<file path="src/rtl/stage_pkg.sv">
// Shared types and helpers for the stage sequencer: state encoding, ROM field
// indices, score width and the saturating score adder.
package stage_pkg;

  typedef enum logic [2:0] {
    IDLE,
    LOAD,
    PLAY,
    PASSED,
    FAILED,
    DONE
  } stage_state_t;

  localparam int unsigned FIELD_X    = 0;
  localparam int unsigned FIELD_Y    = 1;
  localparam int unsigned FIELD_TYPE = 2;

  localparam int unsigned SCORE_W = 16;

  // Width helper that never collapses to zero bits for tiny parameter values.
  function automatic int unsigned widthOf(input int unsigned n);
    return (n <= 1) ? 1 : $clog2(n);
  endfunction

  function automatic int unsigned stageTarget(input int unsigned base,
                                              input int unsigned step,
                                              input int unsigned lvl);
    return base + lvl * step;
  endfunction

  function automatic logic [SCORE_W-1:0] satAdd(input logic [SCORE_W-1:0] a,
                                                input logic [SCORE_W-1:0] b);
    logic [SCORE_W:0] sum;
    sum = {1'b0, a} + {1'b0, b};
    return sum[SCORE_W] ? '1 : sum[SCORE_W-1:0];
  endfunction

endpackage

</file>
<file path="src/rtl/stage_timer.sv">
// Loadable seconds down-counter for one stage; expire strobes on the tick
// that takes the count from 1 to 0.
module stage_timer
  import stage_pkg::*;
#(
  parameter int unsigned STAGE_TIME = 60,
  parameter int unsigned TIME_W     = 6
) (
  input  logic              clk,
  input  logic              resetN,
  input  logic              enable,
  input  logic              tick,
  input  logic              load,
  input  logic              clear,
  output logic [TIME_W-1:0] timeLeft,
  output logic              expire
);

  assign expire = enable && tick && (timeLeft == TIME_W'(1));

  always_ff @(posedge clk or negedge resetN) begin
    if (!resetN) begin
      timeLeft <= '0;
    end else if (clear) begin
      timeLeft <= '0;
    end else if (load) begin
      timeLeft <= TIME_W'(STAGE_TIME);
    end else if (enable && tick && (timeLeft != '0)) begin
      timeLeft <= timeLeft - 1'b1;
    end
  end

endmodule

</file>
<file path="src/rtl/stage_sequencer.sv">
// Stage sequencer: loads each level's objects from ROM, runs the timed play
// phase with grab scoring, and walks through pass/fail/retry/done.
module stage_sequencer
  import stage_pkg::*;
#(
  parameter int unsigned NUM_LEVELS  = 4,
  parameter int unsigned NUM_OBJECTS = 20,
  parameter int unsigned STAGE_TIME  = 60,
  parameter int unsigned BASE_TARGET = 100,
  parameter int unsigned TARGET_STEP = 50,
  parameter int unsigned OBJ_W       = 9,
  localparam int unsigned IDX_W  = widthOf(NUM_OBJECTS),
  localparam int unsigned ADDR_W = widthOf(NUM_LEVELS * NUM_OBJECTS * 3),
  localparam int unsigned LVL_W  = widthOf(NUM_LEVELS),
  localparam int unsigned TIME_W = widthOf(STAGE_TIME + 1)
) (
  input  logic                         clk,
  input  logic                         resetN,
  input  logic                         start,
  input  logic                         oneSecPulse,
  input  logic                         grabValid,
  input  logic [IDX_W-1:0]             grabIndex,
  input  logic [SCORE_W-1:0]           grabValue,
  output logic [ADDR_W-1:0]            romAddr,
  input  logic [OBJ_W-1:0]             romData,
  output logic [NUM_OBJECTS*OBJ_W-1:0] objX,
  output logic [NUM_OBJECTS*OBJ_W-1:0] objY,
  output logic [NUM_OBJECTS*OBJ_W-1:0] objType,
  output logic [NUM_OBJECTS-1:0]       objAlive,
  output logic [LVL_W-1:0]             levelIdx,
  output logic [TIME_W-1:0]            timeLeft,
  output logic [SCORE_W-1:0]           score,
  output logic                         busy,
  output logic                         playing,
  output logic                         stagePassed,
  output logic                         stageFailed,
  output logic                         lastLevelEnded
);

  localparam int unsigned WORDS = NUM_OBJECTS * 3;
  localparam int unsigned CNT_W = widthOf(WORDS + 1);

  stage_state_t state, nextState;

  logic [CNT_W-1:0]       loadCnt;
  logic [IDX_W-1:0]       capObj;
  logic [1:0]             capField;
  logic [SCORE_W-1:0]     entryScore;
  logic [NUM_OBJECTS-1:0] grabMask;
  logic [NUM_OBJECTS-1:0] aliveAfter;
  logic                   grabHit;
  logic [SCORE_W-1:0]     scoreAfter;
  logic [LVL_W-1:0]       loadLevel;
  logic                   enterLoad;
  logic                   loadDone;
  logic                   stageEnd;
  logic                   stageWin;
  logic                   resetScore;
  logic                   restoreScore;
  logic                   timerExpire;

  // Decoding the index against every legal object means out-of-range indices
  // simply match nothing and the grab falls away.
  always_comb begin
    grabMask = '0;
    for (int unsigned i = 0; i < NUM_OBJECTS; i++) begin
      if (grabIndex == IDX_W'(i)) grabMask[i] = 1'b1;
    end
    grabHit    = (state == PLAY) && grabValid && (|(grabMask & objAlive));
    aliveAfter = grabHit ? (objAlive & ~grabMask) : objAlive;
    scoreAfter = grabHit ? satAdd(score, grabValue) : score;
  end

  always_comb begin
    nextState    = state;
    enterLoad    = 1'b0;
    loadLevel    = levelIdx;
    resetScore   = 1'b0;
    restoreScore = 1'b0;
    loadDone     = 1'b0;
    stageEnd     = 1'b0;
    stageWin     = 32'(scoreAfter) >= stageTarget(BASE_TARGET, TARGET_STEP, 32'(levelIdx));
    case (state)
      IDLE: begin
        if (start) begin
          nextState  = LOAD;
          enterLoad  = 1'b1;
          loadLevel  = '0;
          resetScore = 1'b1;
        end
      end
      LOAD: begin
        if (loadCnt == CNT_W'(WORDS)) begin
          nextState = PLAY;
          loadDone  = 1'b1;
        end
      end
      PLAY: begin
        if (timerExpire || (aliveAfter == '0)) begin
          stageEnd  = 1'b1;
          nextState = stageWin ? PASSED : FAILED;
        end
      end
      PASSED: begin
        if (start) begin
          if (32'(levelIdx) < NUM_LEVELS - 1) begin
            nextState = LOAD;
            enterLoad = 1'b1;
            loadLevel = levelIdx + 1'b1;
          end else begin
            nextState = DONE;
          end
        end
      end
      FAILED: begin
        if (start) begin
          nextState    = LOAD;
          enterLoad    = 1'b1;
          restoreScore = 1'b1;
        end
      end
      DONE: begin
        if (start) nextState = IDLE;
      end
      default: nextState = IDLE;
    endcase
  end

  always_ff @(posedge clk or negedge resetN) begin
    if (!resetN) state <= IDLE;
    else         state <= nextState;
  end

  stage_timer #(
    .STAGE_TIME(STAGE_TIME),
    .TIME_W    (TIME_W)
  ) uTimer (
    .clk     (clk),
    .resetN  (resetN),
    .enable  (state == PLAY),
    .tick    (oneSecPulse),
    .load    (loadDone),
    .clear   (stageEnd),
    .timeLeft(timeLeft),
    .expire  (timerExpire)
  );

  // ROM has one cycle of latency: cycle c presents address c and captures
  // word c-1, so the capture counters trail the address by one cycle.
  always_ff @(posedge clk or negedge resetN) begin
    if (!resetN) begin
      loadCnt    <= '0;
      capObj     <= '0;
      capField   <= '0;
      romAddr    <= '0;
      levelIdx   <= '0;
      score      <= '0;
      entryScore <= '0;
      objAlive   <= '0;
      objX       <= '0;
      objY       <= '0;
      objType    <= '0;
    end else if (enterLoad) begin
      levelIdx <= loadLevel;
      loadCnt  <= '0;
      capObj   <= '0;
      capField <= '0;
      romAddr  <= ADDR_W'(32'(loadLevel) * WORDS);
      objAlive <= '0;
      if (resetScore)        score <= '0;
      else if (restoreScore) score <= entryScore;
    end else if (state == LOAD) begin
      loadCnt <= loadCnt + 1'b1;
      romAddr <= (loadCnt < CNT_W'(WORDS - 1)) ? romAddr + 1'b1 : '0;
      if (loadCnt != '0) begin
        if (capField == 2'(FIELD_X))      objX[capObj*OBJ_W +: OBJ_W]    <= romData;
        else if (capField == 2'(FIELD_Y)) objY[capObj*OBJ_W +: OBJ_W]    <= romData;
        else                              objType[capObj*OBJ_W +: OBJ_W] <= romData;
        if (capField == 2'(FIELD_TYPE)) begin
          capField <= '0;
          capObj   <= capObj + 1'b1;
        end else begin
          capField <= capField + 1'b1;
        end
      end
      if (loadDone) begin
        objAlive   <= '1;
        entryScore <= score;
      end
    end else if (state == PLAY) begin
      objAlive <= aliveAfter;
      score    <= scoreAfter;
    end
  end

  always_comb begin
    busy           = (state == LOAD);
    playing        = (state == PLAY);
    stagePassed    = (state == PASSED);
    stageFailed    = (state == FAILED);
    lastLevelEnded = (state == DONE);
  end

endmodule

</file>
<file path="config.mk">
export PLATFORM = sky130hd
export DESIGN_NAME = stage_sequencer
export DESIGN_NICKNAME = d
export VERILOG_FILES = /design/src/rtl/stage_pkg.sv /design/src/rtl/stage_timer.sv /design/src/rtl/stage_sequencer.sv
export SDC_FILE = /design/constraint.sdc
export NUM_CORES = 1
export LEC_CHECK = 0
export BUFFER_PORTS_ARGS = -buffer_cell sky130_fd_sc_hd__buf_2
export CAP_MARGIN = 20
export CORE_AREA = 4 4 246 248
export DETAILED_ROUTE_END_ITERATION = 10
export DIE_AREA = 0 0 250 252
export HOLD_SLACK_MARGIN = 0.02
export PLACE_DENSITY = 0.7
export SYNTH_ARGS = -nofsm -noshare
export SYNTH_HDL_FRONTEND = slang
export SYNTH_SLANG_ARGS = --single-unit
export TNS_END_PERCENT = 30
</file>
<file path="constraint.sdc">
create_clock -name clk -period 4.8 [get_ports clk]
set_input_delay 0.24 -clock clk [delete_from_list [all_inputs] [get_ports clk]]
set_output_delay 0.24 -clock clk [all_outputs]
set_load 0.03 [all_outputs]
</file>
# Word-level counts from Yosys, hierarchy flattened
# Cells that the tools add are included.
op_classes:
  multipliers: 3
  shift: 2
  n_addsub: 9
  bitwise_logic: 6
  mux: 73
  n_eq_ne: 36
  reduce_logical: 29
  div: 0
  magnitude_cmp: 3
ops:
  columns: ["cell", "n"]
  rows:
  - ["180-bit bitwise mux", 3]
  - ["9-bit by 34-bit variable shift with 180-bit output, first input constant", 1]
  - ["9-bit by 34-bit indexed part select with 180-bit output", 1]
  - ["16-bit two-way mux", 7]
  - ["20-bit two-way mux", 5]
  - ["20-bit AND", 2]
  - ["5-bit by 4-bit equality test with 1-bit output, second input constant", 8]
  - ["9-bit negation with 34-bit output", 1]
  - ["6-bit two-way mux", 5]
  - ["1-bit two-way mux", 29]
  - ["8-bit two-way mux", 3]
  - ["3-bit two-way mux", 7]
  - ["5-bit by 3-bit equality test with 1-bit output, second input constant", 4]
  - ["5-bit equality test, second input constant", 4]
  - ["20-bit zero test", 1]
  - ["5-bit two-way mux", 4]
  - ["20-bit inverter", 1]
  - ["20-bit OR reduction", 1]
  - ["16-bit by 16-bit adder with 17-bit output", 1]
  - ["16-bit by 9-bit >= comparator with 1-bit output", 1]
  - ["3-bit one-hot mux with 5 select lines", 1]
  - ["5-bit AND reduction", 3]
  - ["2-bit two-way mux", 7]
  - ["6-bit nonzero test", 2]
  - ["37 further kinds", 59]
word_totals:
  n_memories: 0
  output_inout_bits: 597
  inputBits: 35
  latch_bits: 0
  mem_bits_rw: 0
  regBits: 624
  word_cells: 174
  mem_bits_ro: 0

# Logic depth before layout (Yosys ltp)
# Gate-level depths: netlist of the first run.
depth:
  word_depth: 11
  mapped_depth: 18
  ltp_nobuf: 17

# Hierarchy
# Synthesis of the first run repeated with hierarchy kept, for this count alone.
hier_totals:
  hier_cells: 2228
  hier_area_um2: 26232.7
modules_own_cells:
  columns: ["module", "cells_per_inst", "instances", "area_per_inst_um2", "seq_area_each_um2"]
  rows:
  - ["stage_sequencer", 2185, 1, 25842.3, 15464.8]
  - ["stage_timer", 43, 1, 390.4, 150.1]

# Worst setup path before layout of the first run
# Ideal clock, no wire load.
synth_path:
  kind: "reg2reg"
  from: "register score[0]"
  to: "register state[1]"
  t_required_ns: 4.676
  synth_period_minus_slack_ns: 4.519
  n_path_buf: 2
  setup_ns: 0.124
  stages_incl_launch_ff: 18
  t_arrival_ns: 4.395
  setup_slack_ns: 0.281
  path_cell_list: "dfrtp_1 -> ha_1 -> fa_1 -> a211o_1 -> a21oi_1 -> nor3_1 -> nand3b_1 -> or3_1 -> buf_2 -> clkbuf_1 -> o22a_1 -> ha_1 -> a2111oi_0 -> o21ai_0 -> a31oi_1 -> o2111ai_1 -> or3_1 -> a211o_1"
synth_between:
  elab_chain_cells: 7
synth_rtl:
  columns: ["item", "line_no", "source"]
  rows:
  - ["start, declared", "stage_sequencer.sv:32", "output logic [SCORE_W-1:0] score,"]
  - ["start signal, assigned", "stage_sequencer.sv:171", "else if (restoreScore) score <= entryScore;"]
  - ["start signal, assigned", "stage_sequencer.sv:192", "score <= scoreAfter;"]
  - ["16-bit by 16-bit adder with 17-bit output", "stage_pkg.sv:34", "sum = {1'b0, a} + {1'b0, b};"]
  - ["16-bit two-way mux", "stage_pkg.sv:35", "return sum[SCORE_W] ? '1 : sum[SCORE_W-1:0];"]
  - ["16-bit two-way mux *", "stage_sequencer.sv:71", "scoreAfter = grabHit ? satAdd(score, grabValue) : score;"]
  - ["16-bit by 9-bit >= comparator with 1-bit output *", "stage_sequencer.sv:82", "stageWin = 32'(scoreAfter) >= stageTarget(BASE_TARGET, TARGET_STEP, 32'(levelIdx));"]
  - ["3-bit two-way mux *", "stage_sequencer.sv:101", "nextState = stageWin ? PASSED : FAILED;"]
  - ["3-bit two-way mux *", "stage_sequencer.sv:99", "if (timerExpire || (aliveAfter == '0)) begin"]
  - ["3-bit one-hot mux with 5 select lines *", "stage_sequencer.sv:83", "case (state)"]
  - ["end signal, assigned", "stage_sequencer.sv:131", "else state <= nextState;"]
  - ["end, declared", "stage_sequencer.sv:43", "stage_state_t state, nextState;"]
# Mark *: on every way between the ends. The rest lies on a longest branch, timed or not. The select of a mux whose other input is x is not followed.
# A chain may end at the register's enable or synchronous reset.

# Worst setup path in the final report of the first run
# Same ends and word-level chain as after synthesis.

==> run_results.csv, run 1 <==
group,metric,value,unit
outcome,status,"completed",
worst_hold_path,whs_endpoint,"objAlive[19]",
critical_path,crit_path_max_fanout,8,
floorplanning,rows,89,
floorplanning,die-width,250,µm
synthesis,avgSynthCellArea,12.8,µm²
power_and_ir_drop,p_comb_frac,0.432,
finish,design_area,0.0328,mm²
finish,drive_gt1_frac,0.468,
critical_path,crit_family,"compound AO/OA/AOI/OAI gates",
sta,min_period,4.53,ns
sta,maxSlewViolCount,0,
critical_path,worstPathArrival,5.01,ns
route,routed_wl,87200,µm
clocking,clk_pin_slew_worst_paths,0.06,ns
sta,hold_viol,0,
floorplanning,num_io_pins,632,
power_and_ir_drop,switching_share,0.440,
critical_path,critPathKind,"reg2reg",
worst_hold_path,worstHoldPathCells,4,
clocking,h-tree-depth,3,
floorplanning,die_h,252,µm
sta,fmaxAchievable,221,MHz
synthesis,ys_seq_area_frac,0.595,
clocking,clk_path_buf_depth,3,
sta,setup_tns,0,ns
synthesis,syn-instance-count,2042,
sta,slew_headroom,0.252,
route,vias,19598,
grt,grt_usage,0.269,
sta,grt_setup_unrepaired,"false",
power_and_ir_drop,peakVddDrop,0.512,mV
route,drtIter0Drc,1353,
synthesis,syn_area,0.0262,mm²
synthesis,synth_nets,2119,
critical_path,regToRegSetupSlack,0.27,ns
critical_path,crit_chain,"ha_1 > fa_1 > a211o_1 > a21oi_1 > nor3_1 > nand3b_1 > or3_4 > o22a_1 > ha_1 > a2111oi_0 > o21ai_0 > a31oi_1 > o2111ai_1 > or3_1 > a211o_1",
floorplanning,dieArea,0.0630,mm²
critical_path,endpoint_kind,"flip-flop",
route,dr.pass1.iters,5,
placed_design,hpwl,62200,µm
placed_design,globalplace.congestion,0.917,
clocking,cts_tree,"built",
finish,multi_input_area,0.0102,mm²
synthesis,ys_types,67,
critical_path,critPathBufInv,0,
sta,setup_viol,0,
power_and_ir_drop,power,24.3,mW
grt,grt_overflow,0,
worst_hold_path,hold_class,"in2reg",
power_and_ir_drop,p_int,13.6,mW
synthesis,synth_seq_cells,624,
finish,nFillCells,4870,
critical_path,timing.rr.start,"score[0]",
floorplanning,coreArea,0.0585,mm²
route,wl_per_cell,24.7,µm
clocking,post_cts_buffers,0,
critical_path,reg2reg_to,"state[1]",
placed_design,dpl_cell_area,0.0304,mm²
finish,nets,2780,
grt,grt_first_pass_wirelength,130000,µm
synthesis,ys.flop_type,"dfrtp_1",
clocking,worstSkewPairLatency,0.60,ns
route,ant_nets,0,
clocking,clock-root-buffer,"clkbuf_16",
finish,diodes,0,
finish,syn_to_final_growth,25.1,%
floorplanning,start_util,0.449,
synthesis,synth-edff-count,0,
grt,grt_pass1_vias,20222,
finish,ff_latch_area,0.0156,mm²
critical_path,cp.required,5.29,ns
clocking,cts_buffers,68,
critical_path,reg2regPathDepth,15,
clocking,cts.sinks,624,
grt,grt_max_degree,125,
sta,fin_crit_sh,0.943,
placed_design,io_buffers,631,
power_and_ir_drop,power.leakage,17.0,nW
power_and_ir_drop,pwr-share-clk,0.223,
grt,antenna_found_initial,3,
sta,tightest_slew,1.12,ns
job,maxCapViolCount,0,
power_and_ir_drop,seq_power_share,0.344,
critical_path,slowest_stage,"fa_1",
worst_hold_path,min_from,"grabIndex[0]",
critical_path,startpoint_type,"flip-flop",
power_and_ir_drop,powerDensity,742,mW/mm²
route,drc_errors,0,
route,vias_per_cell,5.55,
synthesis,synthArstFlopShare,1.00,
sta,fin_skew,0.0226,ns
power_and_ir_drop,p_sw,10.7,mW
critical_path,crit_path_max_incr_delay,0.43,ns
synthesis,ys_warn_count,0,
## state kept, by name, indices dropped and copies added, names as in the netlist
name             cells
objType            180
objX               180
objY               180
objAlive            20
entryScore          16
score               16
romAddr              8
loadCnt              6
uTimer.timeLeft      6
capObj               5
state                3
capField             2
levelIdx             2
## per-stage QoR
step,hold slack (ns),utilization,instances,setup slack [ns]
floorplan,-0.0556,-,2042,0.281
global placement,0.324,0.520,3404,0.310
detailed placement,0.336,0.520,3404,0.265
CTS,0.0901,0.561,3529,0.238
global route,0.147,0.561,3530,0.0975
finish,0.120,0.561,3530,0.274
## power groups by stage
stage / combinational (mW) / sequential (mW) / clock, mW
finish: 10.5 / 8.38 / 5.43
floorplan: 3.28 / 11.8 / 0
global route: 11.1 / 8.59 / 5.75
detailed placement: 10.5 / 8.40 / 0
CTS: 10.6 / 8.36 / 5.53
global placement: 10.4 / 8.27 / 0
## how the worst max path moves through the flow
stage | from | end | slack (ns) | depth (start not counted)
6_report | score[0] | state[1] | 0.27 | 15
4_1_cts | score[0] | state[1] | 0.24 | 15
5_1_grt | score[0] | state[1] | 0.1 | 15
3_3_place_gp | score[0] | state[1] | 0.31 | 15
3_5_place_dp | score[0] | state[1] | 0.26 | 15
2_1_floorplan | score[0] | state[1] | 0.28 | 17
## worst register-to-register path: cells and delay by family, from the launching register on
family	cells	cell delay (ns)
adder cells (fa/ha/maj)	3	0.96
AND/OR/NAND/NOR	4	1.09
flip-flops	1	0.38
AO/OA/AOI/OAI	8	1.97
## placed cells by master (no fill, tap or decap), types with 16 or more instances in the layout
cell,instances
nor2_1,99
nand3_1,23
nand2_1,227
mux2_2,489
clkbuf_16,68
o21ai_0,92
dfrtp_1,624
buf_4,44
inv_1,20
nor3_1,16
nor4_1,18
buf_2,630
ha_1,41
a21oi_1,43
clkbuf_8,16
and2_1,42
## synth_stat cells, drive strengths merged, types with 3 or more instances
cell	count	area share
dfrtp	624	0.60
mux2	489	0.21
nand2	227	0.032
nor2	100	0.014
o21ai	94	0.018
clkbuf	82	0.012
a21oi	43	0.0082
and2	43	0.010
ha	41	0.020
nand3	23	0.0044
inv	22	0.0031
nor4	18	0.0043
nor3	17	0.0034
and3	15	0.0036
nand4	14	0.0033
xnor2	14	0.0047
a31oi	13	0.0031
xor2	13	0.0043
a22oi	11	0.0031
o211ai	10	0.0029
or3	10	0.0024
o311ai	9	0.0030
o22a	8	0.0027
buf	7	0.0015
mux2i	7	0.0027
nand2b	7	0.0017
nand3b	7	0.0020
a21o	6	0.0017
a211oi	5	0.0014
nor3b	5	0.0014
o41ai	5	0.0017
a211o	4	0.0013
o22ai	4	0.00095
and4	3	0.0010
o21a	3	0.00086
o21bai	3	0.00086
o31ai	3	0.00086
o32ai	3	0.0010
or2	3	0.00072
## layer usage
layer,part of all wire,vias up,wire (µm),global-route usage
met4,0.038,2,3360,0.0956
met2,0.49,802,42500,0.449
met5,0.00015,-,13,0
met1,0.39,10030,34100,0.337
met3,0.083,187,7260,0.0780
li1,-,8577,-,-
## logic make-up after synthesis
group	count (synthesis)	share of synthesized area
simple gates	502	0.0885
xor+xnor	27	0.00901
mux	497	0.214
fa+ha+maj	42	0.0203
buf+inv	111	0.0164
flops	624	0.595
compound gates	239	0.0570
## repair_timing
item / in CTS / in global routing
gates resized for setup: 0 / 1
hold buffers: 1 / 0
setup endpoints to repair: 0 / 1
endpoints found under the hold margin: 90 / 0
## area by class of cell
cell class	instances	share of cell area
sequential	624	0.476
clock inverter	26	0.0114
clock buffer	98	0.0602
timing repair buffer	680	0.109
multi-input combinational	1307	0.311
inverter	22	0.00252
tap	773	0.0295
Note: power is estimated with default switching activity, not from simulation.
==> run 2: changes to the inputs <==
--- a/config.mk
+++ b/config.mk
@@ -5,11 +5,13 @@
 export SDC_FILE = /design/constraint.sdc
 export NUM_CORES = 1
 export LEC_CHECK = 0
+export ABC_AREA = 1
 export BUFFER_PORTS_ARGS = -buffer_cell sky130_fd_sc_hd__buf_2
 export CAP_MARGIN = 20
-export CORE_AREA = 4 4 246 248
+export CORE_AREA = 4 4 243 245
+export CTS_CLUSTER_DIAMETER = 50
 export DETAILED_ROUTE_END_ITERATION = 10
-export DIE_AREA = 0 0 250 252
+export DIE_AREA = 0 0 247 249
 export HOLD_SLACK_MARGIN = 0.02
 export PLACE_DENSITY = 0.7
 export SYNTH_ARGS = -nofsm -noshare
==> run 2 against run 1 <==
Net effect: synthesized cell count grew 36%; critical path depth grew 9; global-route usage grew 1.3 points; register-to-register slack gained 0.59 ns; clock power grew 4.1%.
==> run_results.csv, run 2 <==
group,metric,value,unit
outcome,status,"completed",
critical_path,startpoint_type,"flip-flop",
placed_design,pre_cts_slack,0.972,ns
critical_path,crit_chain,"ha_1 > fa_1 > nand3_1 > nand2_1 > nand3_1 > a21oi_1 > a21oi_1 > inv_1 > nor2_4 > inv_2 > o22ai_1 > inv_1 > ha_1 > nand2_1 > nor2_1 > a211oi_1 > o221a_2 > nand2_1 > nand2_1 > nand3_1 > nand2_1 > nand2_1 > nand3_1 > nand2_1",
sta,slew_headroom,0.379,
synthesis,synth-edff-count,0,
clocking,cts_buffers,73,
route,drc_errors,0,
power_and_ir_drop,power.leakage,15.6,nW
grt,antenna_found_initial,1,
finish,final_common_cell,"nand2_1",
sta,timing.final.ws_setup,0.866,ns
synthesis,syn-instance-count,2781,
floorplanning,start_util,0.448,
critical_path,crit_path_max_incr_delay,0.41,ns
floorplanning,die_h,249,µm
worst_hold_path,min_from,"start",
sta,fin_crit_sh,0.820,
clocking,clk_pin_slew_worst_paths,0.05,ns
synthesis,ys_types,48,
critical_path,crit_path_max_fanout,8,
clocking,holdBufCountCts,10,
synthesis,ys_warn_count,0,
sta,setup_tns,0,ns
sta,finalHoldWorstSlack,0.127,ns
critical_path,cp.required,5.28,ns
sta,tightest_slew,0.931,ns
sta,min_period,3.93,ns
clocking,clock-root-buffer,"clkbuf_16",
finish,ff_latch_area,0.0156,mm²
grt,grt_pass1_vias,21505,
synthesis,synthTopCellsByCount,"nand2_1 (830), dfrtp_1 (624), o21ai_0 (586)",
finish,drive_gt1_frac,0.241,
critical_path,startpoint,"score[0]",
critical_path,slowest_stage,"dfrtp_1",
route,drtIter0Drc,1473,
floorplanning,die-width,247,µm
sta,setup_viol,0,
finish,final_cell_mix,"nand2_1 (830), buf_2 (630), dfrtp_1 (624)",
job,maxCapViolCount,0,
grt,grt_max_degree,149,
grt,grt_first_pass_wirelength,134000,µm
floorplanning,num_io_pins,632,
route,routed_wl,88400,µm
route,vias,22207,
critical_path,critPathKind,"reg2reg",
clocking,post_cts_buffers,0,
sta,fmaxAchievable,254,MHz
sta,grt_setup_unrepaired,"false",
synthesis,synthArstFlopShare,1.00,
finish,syn_to_final_growth,25.4,%
clocking,cts_resized,0,
clocking,clk_path_buf_depth,3,
critical_path,worstPathArrival,4.42,ns
synthesis,ys.flop_type,"dfrtp_1",
clocking,worstSkewPairLatency,0.62,ns
floorplanning,coreArea,0.0571,mm²
finish,nFillCells,5159,
synthesis,yosysMostFrequentCell,"nand2_1",
critical_path,critPathBufInv,3,
placed_design,globalplace.congestion,0.919,
floorplanning,dieArea,0.0615,mm²
power_and_ir_drop,power,17.0,mW
route,wl_per_cell,20.9,µm
clocking,cts_tree,"built",
critical_path,endpoint_kind,"flip-flop",
sta,hold_viol,0,
critical_path,crit_family,"simple AND/OR/NAND/NOR gates",
route,vias_per_cell,5.25,
route,dr.pass1.iters,5,
synthesis,synth_nets,2858,
synthesis,synth_top_area_cell,"dfrtp_1",
placed_design,hpwl,63100,µm
finish,nets,3483,
synthesis,synth_top_area_share,0.610,
sta,fin_skew,0.0362,ns
worst_hold_path,hold_class,"in2reg",
grt,grt_usage,0.282,
route,ant_nets,0,
sta,maxSlewViolCount,0,
floorplanning,rows,88,
critical_path,cpMostUsedCell,"nand2_1",
critical_path,timing.rr.start,"score[0]",
synthesis,ys_seq_area_frac,0.610,
clocking,h-tree-depth,3,
synthesis,synthTopCellsByArea,"dfrtp_1 (61%), nand2_1 (12%), o21ai_0 (11%)",
power_and_ir_drop,peakVddDrop,0.329,mV
synthesis,syn_area,0.0256,mm²
grt,grt_overflow,0,
synthesis,synth_seq_cells,624,
finish,multi_input_area,0.00895,mm²
clocking,cts.sinks,624,
finish,top_regs,"objType x180, objX x180, objY x180",
synthesis,avgSynthCellArea,9.20,µm²
power_and_ir_drop,powerDensity,530,mW/mm²
placed_design,io_buffers,631,
==> run 2: cell count changes after synthesis, moves of 23 or more <==
cell | before | now
nand2_1 | 227 | 830
o21ai_0 | 93 | 586
mux2_2 | 489 | 10
inv_1 | 20 | 119
nand3_1 | 23 | 107
and2_1 | 42 | 0
clkbuf_1 | 82 | 107
nor2_1 | 100 | 124
nor3_1 | 16 | 39
==> run 2: layer usage <==
layer  vias to the layer above  routed length [µm]  GRT usage  share of wire
met5                         -                  15          0        0.00017
met4                         2                4530      0.120          0.051
met3                       216                7290     0.0808          0.083
met2                       842               40600      0.446           0.46
met1                     10713               35900      0.364           0.41
li1                      10434                   -          -              -
==> run 2: area by class of cell <==
type / count / share of cell area
sequential: 624 / 0.487
multi-input combinational: 1890 / 0.279
timing repair buffer: 668 / 0.110
clock buffer: 97 / 0.0639
tap: 765 / 0.0298
inverter: 149 / 0.0174
clock inverter: 35 / 0.0128
antenna: 1 / 0.0000780
==> run 2: kinds of logic (layout without fill, tap and decap cells) <==
logic type,after synthesis,count (layout),synth area share
multiplexers,10,10,0.00440
AND/OR/NAND/NOR,1144,1144,0.181
flip-flops,624,624,0.610
adder cells (fa/ha/maj),42,42,0.0208
AO/OA/AOI/OAI,673,673,0.135
other,0,1,0
buffers and inverters,267,949,0.0401
XOR/XNOR,21,21,0.00778
==> run 2: power by group <==
group	internal [mW]	switching [mW]
logic	1.38	3.60
clock network	3.37	2.28
registers	5.86	0.504
==> run 2: worst reg2reg max path, delay by kind of cell (launching register included) <==
| kind | cells | cell delay (ns) |
|---|---|---|
| AOI/OAI and AO/OA | 5 | 1.04 |
| buffers and inverters | 3 | 0.35 |
| adders and majority gates | 3 | 0.94 |
| and+or+nand+nor | 13 | 1.06 |
| DFF | 1 | 0.41 |
==> run 2: final timing paths <==
check / end / slack (ns) / cells past startpoint
min in group asynchronous: objX[157] / 0.25 / 2
max in group asynchronous: score[2] / 3.25 / 3
hold reg to reg: objX[52] / 0.48 / 2
setup / recovery: state[0] / 0.87 / 24
setup reg to reg: state[0] / 0.87 / 24
hold / removal: state[1] / 0.13 / 4
==> run 2: stage by stage <==
stage | util | cells | area (µm²)
6_report | 0.562 | 4229 | 32100
5_1_grt | 0.561 | 4228 | 32100
4_1_cts | 0.561 | 4227 | 32100
3_5_place_dp | 0.516 | 4085 | 29500
3_3_place_gp | 0.516 | 4085 | 29500
2_1_floorplan | - | 2781 | 25600
